File: src/rtl/uart_pkg.sv
// Shared UART definitions: RX FSM encoding, parity selectors shared with TX,
// legal oversampling ratios and the default frame width.
package uart_pkg;

    typedef enum logic [2:0] {
        IDLE   = 3'd0,
        START  = 3'd1,
        DATA   = 3'd2,
        PARITY = 3'd3,
        STOP   = 3'd4
    } rx_state_e;

    // PAR_TYP encoding, identical on both ends of the link
    localparam logic PAR_ODD  = 1'b0;
    localparam logic PAR_EVEN = 1'b1;

    localparam logic [5:0] PRESCALE_8  = 6'd8;
    localparam logic [5:0] PRESCALE_16 = 6'd16;
    localparam logic [5:0] PRESCALE_32 = 6'd32;

    localparam int unsigned P_WIDTH_DEFAULT = 8;

    // 2-of-3 vote used for mid-bit noise rejection
    function automatic logic majority3(input logic a, input logic b, input logic c);
        return (a & b) | (a & c) | (b & c);
    endfunction

endpackage

File: src/rtl/uart_rx_sampler.sv
// Oversampling edge counter with three mid-bit samples and majority vote.
// bit_done flags edge Prescale-1, where sampled_bit holds the bit decision.
module uart_rx_sampler
    import uart_pkg::*;
(
    input  logic       CLK,
    input  logic       RST,
    input  logic       enable,
    input  logic       RX_IN,
    input  logic [5:0] Prescale,
    output logic       sampled_bit,
    output logic       bit_done
);

    logic [5:0] edge_cnt;
    logic       smp0;
    logic       smp1;
    logic       smp2;
    logic [5:0] mid;
    logic [5:0] last;

    assign mid  = {1'b0, Prescale[5:1]};
    assign last = Prescale - 6'd1;

    // Edge counter runs while a frame is in flight and captures the mid-bit samples
    always_ff @(posedge CLK or negedge RST) begin
        if (!RST) begin
            edge_cnt <= 6'd0;
            smp0     <= 1'b0;
            smp1     <= 1'b0;
            smp2     <= 1'b0;
        end else begin
            if (!enable || edge_cnt == last) begin
                edge_cnt <= 6'd0;
            end else begin
                edge_cnt <= edge_cnt + 6'd1;
            end
            if (enable && edge_cnt == mid - 6'd1) smp0 <= RX_IN;
            if (enable && edge_cnt == mid)        smp1 <= RX_IN;
            if (enable && edge_cnt == mid + 6'd1) smp2 <= RX_IN;
        end
    end

    // All three samples are registered well before the last edge of the bit
    always_comb begin
        sampled_bit = majority3(smp0, smp1, smp2);
        bit_done    = enable && (edge_cnt == last);
    end

endmodule

File: src/rtl/uart_rx.sv
// UART receiver: start-bit validation, LSB-first deserialization, optional
// parity and stop-bit check, single-cycle result pulses.
module uart_rx
    import uart_pkg::*;
#(
    parameter int unsigned P_Width = P_WIDTH_DEFAULT
) (
    input  logic               CLK,
    input  logic               RST,
    input  logic               RX_IN,
    input  logic               PAR_EN,
    input  logic               PAR_TYP,
    input  logic [5:0]         Prescale,
    output logic [P_Width-1:0] P_DATA,
    output logic               DATA_VALID,
    output logic               PAR_ERR,
    output logic               STP_ERR
);

    localparam int unsigned BIT_CNT_W = (P_Width > 1) ? $clog2(P_Width) : 1;

    rx_state_e            state;
    logic [BIT_CNT_W-1:0] bit_cnt;
    logic [P_Width-1:0]   shift_reg;
    logic                 par_bad;
    logic                 start_det;
    logic                 enable;
    logic                 exp_par;
    logic                 sampled_bit;
    logic                 bit_done;

    // Start edge is accepted in the very cycle IDLE sees the line low
    always_comb begin
        start_det = (state == IDLE) && !RX_IN;
        enable    = (state != IDLE) || start_det;
        exp_par   = (PAR_TYP == PAR_EVEN) ? ^shift_reg : ~^shift_reg;
    end

    uart_rx_sampler u_sampler (
        .CLK         (CLK),
        .RST         (RST),
        .enable      (enable),
        .RX_IN       (RX_IN),
        .Prescale    (Prescale),
        .sampled_bit (sampled_bit),
        .bit_done    (bit_done)
    );

    // Frame FSM with deserializer and registered result pulses
    always_ff @(posedge CLK or negedge RST) begin
        if (!RST) begin
            state      <= IDLE;
            bit_cnt    <= '0;
            shift_reg  <= '0;
            par_bad    <= 1'b0;
            P_DATA     <= '0;
            DATA_VALID <= 1'b0;
            PAR_ERR    <= 1'b0;
            STP_ERR    <= 1'b0;
        end else begin
            DATA_VALID <= 1'b0;
            PAR_ERR    <= 1'b0;
            STP_ERR    <= 1'b0;
            case (state)
                IDLE: begin
                    if (start_det) begin
                        state   <= START;
                        bit_cnt <= '0;
                        par_bad <= 1'b0;
                    end
                end
                START: begin
                    // A high majority means the falling edge was only a glitch
                    if (bit_done) state <= sampled_bit ? IDLE : DATA;
                end
                DATA: begin
                    if (bit_done) begin
                        shift_reg[bit_cnt] <= sampled_bit;
                        if (bit_cnt == BIT_CNT_W'(P_Width - 1)) begin
                            bit_cnt <= '0;
                            state   <= PAR_EN ? PARITY : STOP;
                        end else begin
                            bit_cnt <= bit_cnt + 1'b1;
                        end
                    end
                end
                PARITY: begin
                    if (bit_done) begin
                        par_bad <= (sampled_bit != exp_par);
                        state   <= STOP;
                    end
                end
                STOP: begin
                    if (bit_done) begin
                        STP_ERR <= ~sampled_bit;
                        PAR_ERR <= par_bad;
                        // P_DATA only ever holds a frame that passed every check
                        if (sampled_bit && !par_bad) begin
                            P_DATA     <= shift_reg;
                            DATA_VALID <= 1'b1;
                        end
                        state <= IDLE;
                    end
                end
                default: state <= IDLE;
            endcase
        end
    end

endmodule

File: config.mk
export PLATFORM = sky130hd
export DESIGN_NAME = uart_rx
export DESIGN_NICKNAME = d
export VERILOG_FILES = /design/src/rtl/uart_pkg.sv /design/src/rtl/uart_rx_sampler.sv /design/src/rtl/uart_rx.sv
export SDC_FILE = /design/constraint.sdc
export NUM_CORES = 1
export LEC_CHECK = 0
export BUFFER_PORTS_ARGS = -buffer_cell sky130_fd_sc_hd__buf_2
export CORE_MARGIN = 5
export CORE_UTILIZATION = 59
export DETAILED_ROUTE_END_ITERATION = 8
export GPL_TIMING_DRIVEN = 0
export PLACE_DENSITY = 0.86
export SYNTH_ARGS = -nofsm -noshare
export SYNTH_HDL_FRONTEND = slang
export SYNTH_SLANG_ARGS = --single-unit
export TNS_END_PERCENT = 20
File: constraint.sdc
create_clock -name CLK -period 2.75 [get_ports CLK]
set_input_delay 0.275 -clock CLK [delete_from_list [all_inputs] [get_ports CLK]]
set_output_delay 0.275 -clock CLK [all_outputs]
set_load 0.01 [all_outputs]
Yosys cells after proc, flatten, opt, wreduce, memory -nomap -nowiden
Cells that the tools add are included.
W data, S select, Z words.
{"block": "totals", "output_inout_bits": 11, "reg_bits": 35}
{"block": "classes", "add_sub_neg": 5, "order_cmp": 2, "reduce_logical": 23, "n_mux": 28, "n_bitwise": 6, "eq_ne": 16}
{"op": "$mux W3", "count": 10}
{"op": "$eq A6 B6 Y1", "count": 3}
{"op": "$pmux W3 S5", "count": 1}
{"op": "$ne A2 B2 Y1 const B", "count": 6}
{"op": "$mux W1", "count": 11}
{"op": "$reduce_and A3 Y1", "count": 3}
{"op": "$bwmux W8", "count": 1}
{"op": "$reduce_xnor A8 Y1", "count": 1}
{"op": "$reduce_xor A8 Y1", "count": 1}
{"op": "$logic_and A1 B1 Y1", "count": 7}
{"op": "$add A5 B1 Y6 const B", "count": 1}
{"op": "$add A6 B1 Y6 const B", "count": 1}
{"op": "$eq A3 B2 Y1 const B", "count": 2}
{"op": "$eq A3 B3 Y1 const B", "count": 2}
{"op": "$eq A6 B5 Y1", "count": 1}
{"op": "$mux W6", "count": 1}
{"op": "$pmux W3 S2", "count": 1}
{"op": "$reduce_and A6 Y1", "count": 1}
{"op": "$sub A5 B1 Y6 const B", "count": 1}
{"op": "$sub A6 B1 Y6 const B", "count": 1}
{"op": "$lt A3 B4 Y1 const B", "count": 1}
{"op": "$reduce_bool A2 Y1", "count": 2}
{"op": "$add A3 B1 Y3 const B", "count": 1}
{"op": "$and A1 B1 Y1", "count": 3}
{"op": "13 further kinds", "count": 17}

Depth between registers and ports, before layout
{"block": "depth", "depth_word": 7, "ltp_mapped": 9, "depth_no_buf": 7}

Modules after synthesis
Synthesis repeated with hierarchy kept, for this count alone.
{"block": "hier_totals", "hier_cells": 207, "hier_area_um2": 2217.1}
{"module": "uart_rx", "area_each_um2": 1278.7, "cells_each": 103, "instances": 1}
{"module": "uart_rx_sampler", "area_each_um2": 938.4, "cells_each": 104, "instances": 1}

Least setup slack after synthesis
OpenSTA, ideal clock, no wires.
{"block": "synth_path", "path_kind": "input -> register", "from": "input Prescale[2]", "to": "register shift_reg[4]", "required_time_ps": 2625, "setup_time_ps": 125, "path_slack_ps": 716, "arrival_time_ps": 1910, "cell_stages": 9, "path_cell_list": "buf_6 -> inv_2 -> ha_1 -> nor3b_2 -> and3_1 -> o211ai_2 -> buf_4 -> nor3_1 -> mux2_2"}
{"block": "synth_via", "elab_chain_len": 4}
{"element": "from (decl)", "line": "uart_rx.sv:13", "source": "input logic [5:0] Prescale,"}
{"element": "$sub A6 B1 Y6", "line": "uart_rx_sampler.sv:23", "source": "assign last = Prescale - 6'd1;"}
{"element": "$eq A6 B6 Y1", "line": "uart_rx_sampler.sv:47", "source": "bit_done = enable && (edge_cnt == last);"}
{"element": "$logic_and A1 B1 Y1", "line": "uart_rx_sampler.sv:47"}
{"element": "$reduce_and A2 Y1 (no line)"}
{"element": "to (signal, indexed assignment)", "line": "uart_rx.sv:78", "source": "shift_reg[bit_cnt] <= sampled_bit;"}
{"element": "to (decl)", "line": "uart_rx.sv:24", "source": "logic [P_Width-1:0] shift_reg;"}
No other way between the ends.
A chain may end at the register's enable or synchronous reset.

Worst setup path in the final report
{"block": "layout_path", "from": "register u_sampler.edge_cnt[2]", "to": "register P_DATA[4]"}
{"block": "layout_via", "elab_chain_len": 3}
{"element": "from (decl)", "line": "uart_rx_sampler.sv:15", "source": "logic [5:0] edge_cnt;"}
{"element": "from (signal assigned)", "line": "uart_rx_sampler.sv:36", "source": "edge_cnt <= edge_cnt + 6'd1;"}
{"element": "$eq A6 B6 Y1", "line": "uart_rx_sampler.sv:47"}
{"element": "$logic_and A1 B1 Y1", "line": "uart_rx_sampler.sv:47"}
{"element": "$reduce_and A3 Y1 (no line)"}
{"element": "to (signal assigned)", "line": "uart_rx.sv:99", "source": "P_DATA <= shift_reg;"}
{"element": "to (decl)", "line": "uart_rx.sv:14", "source": "output logic [P_Width-1:0] P_DATA,"}
No other way between the ends.

==> run metrics <==
vias=1810; Die Wd=a little over 70 µm; Die Y=72.3 µm; post-cts resize count=0; fin crit period=approximately 2.3 ns; f_max=436 MHz; Clock H-tree levels=2; Yosys reg bits=35; crit end category=flip-flop; Slew @ Worst Pin=approximately 1 ns; crit path kind=reg -> reg; # setup viols final=0; mapped cell area=2290 µm²; syn_area_per_cell=slightly below 10 µm²; FF-to-FF setup slack=around 0.45 ns; # rows=22; ys flop type=dfrtp_1; most common cell in the netlist=dfrtp_1; CP Cell Sequence=clkbuf_1 -> nor2_1 -> o31a_2 -> nor3_4 -> mux2_2; Worst path slowest cell=o31a_2; clock tree from TritonCTS=done; Unique masters post-synth=between 40 and 50; fill cell count=293; crit path to=P_DATA[4]$_DFFE_PN0P_; Crit path max-delay family=simple AND/OR/NAND/NOR gates; TNS Setup=0 ns; Critical Path Max Stage Delay=0.45 ns; Worst setup SP type=flip-flop; hold_ws=0.0509 ns; Critical Path Source=u_sampler.edge_cnt[2]$_DFF_PN0_; vias in the first global route=1835; top cells by area, synth=dfrtp_1, mux2_2, xnor2_1, xor2_1, nor3_1; CTS Buf Count=5; Multi-input gate area=1310 µm²; largest net degree at the start of global routing=36; Max IR drop VDD=0.485 mV; P&R area growth vs syn=10.7%; FFs w/ async S/R, synth=1.00; largest area contributor in the netlist=dfrtp_1; DRC Markers=0; GRT Util Overall=0.203; Sequential cell area=876 µm²; Clock Sinks=35; RSZ-0062 raised after global routing=no; Max clock buf depth=2; DRT Pass-1 Iters=4; Routed Antenna Nets=0; power density cells=around 720 nW/µm²; LEAKAGE=1.15 nW; final total power=~0.0018 W; Post-CTS Setup Bufs=0; top cells by instance count after synthesis=dfrtp_1, nor3_1, mux2_2, nand2_1, xnor2_1; die area=5220 µm²; Post-synth EDFFs=0; R2R Path Start=u_sampler.edge_cnt[2]$_DFF_PN0_; reg-to-reg endpoint=P_DATA[4]$_DFFE_PN0P_; Max Fanout on Critical Path=9; Slew Limit Fails=0; Worst EP required=2.92 ns; layout cells sized above 1=0.238; Final Skew=~0.010 ns; hold buffers post-CTS=0; area of the core=3720 µm²; max-cap violation count=0; remaining global-route overflow=0; Antenna Cells=0; DR WL/cell=roughly 15 µm; sequential cell area fraction in the yosys report=0.383; # port buffers=20; Hold Vio Cnt, Final=0; cell depth of the worst setup path=5; clock slew at reported path FFs=0.07 ns; worst-skew pair later-pin latency=~0.29 ns; 1st-iter DRT viols=between 150 and 200; Slew headroom=0.317; IO Count=22; syn nets=between 200 and 300; Placer Congestion=0.896; CP arrival=2.47 ns; vias per inst=5.88; Total Routed Length=4.66 mm; fin crit share=0.835; Yosys warnings=0; nets=277; root buffer cell=clkbuf_8; initial antenna violation count=0; pre-CTS WS=0.284 ns; Hold Path Class=in -> async; R2R depth=5; first-pass GRT wire length=about 8.4 mm; HPWL Detailed=3.52 mm; status=complete, no violations; CP bufs+invs=1; top cell type's share of synthesized area=0.383; PnR worst setup slack=~0.45 ns; Mapped Cells=around 230; initial core utilization=0.615
## report_power, final
group          internal, W  switching (W)
sequential        0.000598      0.0000747
clock             0.000177       0.000179
combinational     0.000319       0.000487
total              0.00109       0.000740
## per-stage QoR
stage / std cells / util / cell area, µm²
floorplan: 232 / - / 2290
global placement: 300 / 0.659 / 2450
detailed placement: 300 / 0.659 / 2450
CTS: 308 / 0.681 / 2530
global route: 308 / 0.681 / 2530
finish: 308 / 0.681 / 2530
## kinds of logic (layout without fill, tap and decap cells)
kind of cell,Yosys count,in the layout,share of synthesized area
AND/OR/NAND/NOR,88,88,0.212
flip-flops,35,35,0.383
AO/OA/AOI/OAI,32,32,0.102
XOR/XNOR,31,31,0.125
multiplexers,19,19,0.0935
buffers and inverters,19,47,0.0427
adder cells (fa/ha/maj),8,8,0.0427
## final cells by class
class	instances	area share
clock inverters	2	0.00494
flip-flops and latches	35	0.346
repair buffers	20	0.0395
well taps	48	0.0237
clock buffers	6	0.0287
multi-input cells	178	0.519
inverters	7	0.0104
plain buffers	12	0.0282
## layer usage
layer	track usage	routed length, µm
met3	0.0526	243
met4	0.0647	49
met5	0	0
met1	0.270	2110
met2	0.324	2260
## how the worst min path moves through the flow
stage          from                         endpoint  slack [ns]  cells after the start
2_1_floorplan   RST             DATA_VALID$_DFF_PN0_       -0.02                      0
3_3_place_gp    RST             state[0]$_DFFE_PN0P_        0.38                      1
3_5_place_dp    RST             state[1]$_DFFE_PN0P_        0.38                      1
4_1_cts         RST  u_sampler.edge_cnt[1]$_DFF_PN0_        0.07                      1
5_1_grt         RST       u_sampler.smp1$_DFFE_PN0P_        0.12                      1
6_report        RST             state[1]$_DFFE_PN0P_        0.05                      1
## cell usage in the layout, fill, tap and decap left out, types with 2 or more instances in the layout
cell and count:
dfrtp_1 35, buf_2 23, nor3_1 20, nand2_1 19
mux2_2 19, xnor2_1 17, nor2_1 16, xor2_1 13
o211ai_1 8, ha_1 7, inv_1 6, clkbuf_1 6
o21ai_0 5, clkbuf_8 5, nand4_1 4, a21oi_1 4
and3_1 4, nand3_1 3, nor4_1 3, a211oi_1 3
nor3b_1 3, buf_6 2, o211a_1 2, buf_4 2
or4b_2 2, nor2b_1 2, nand4b_1 2
(Power assumes the default switching activity.)
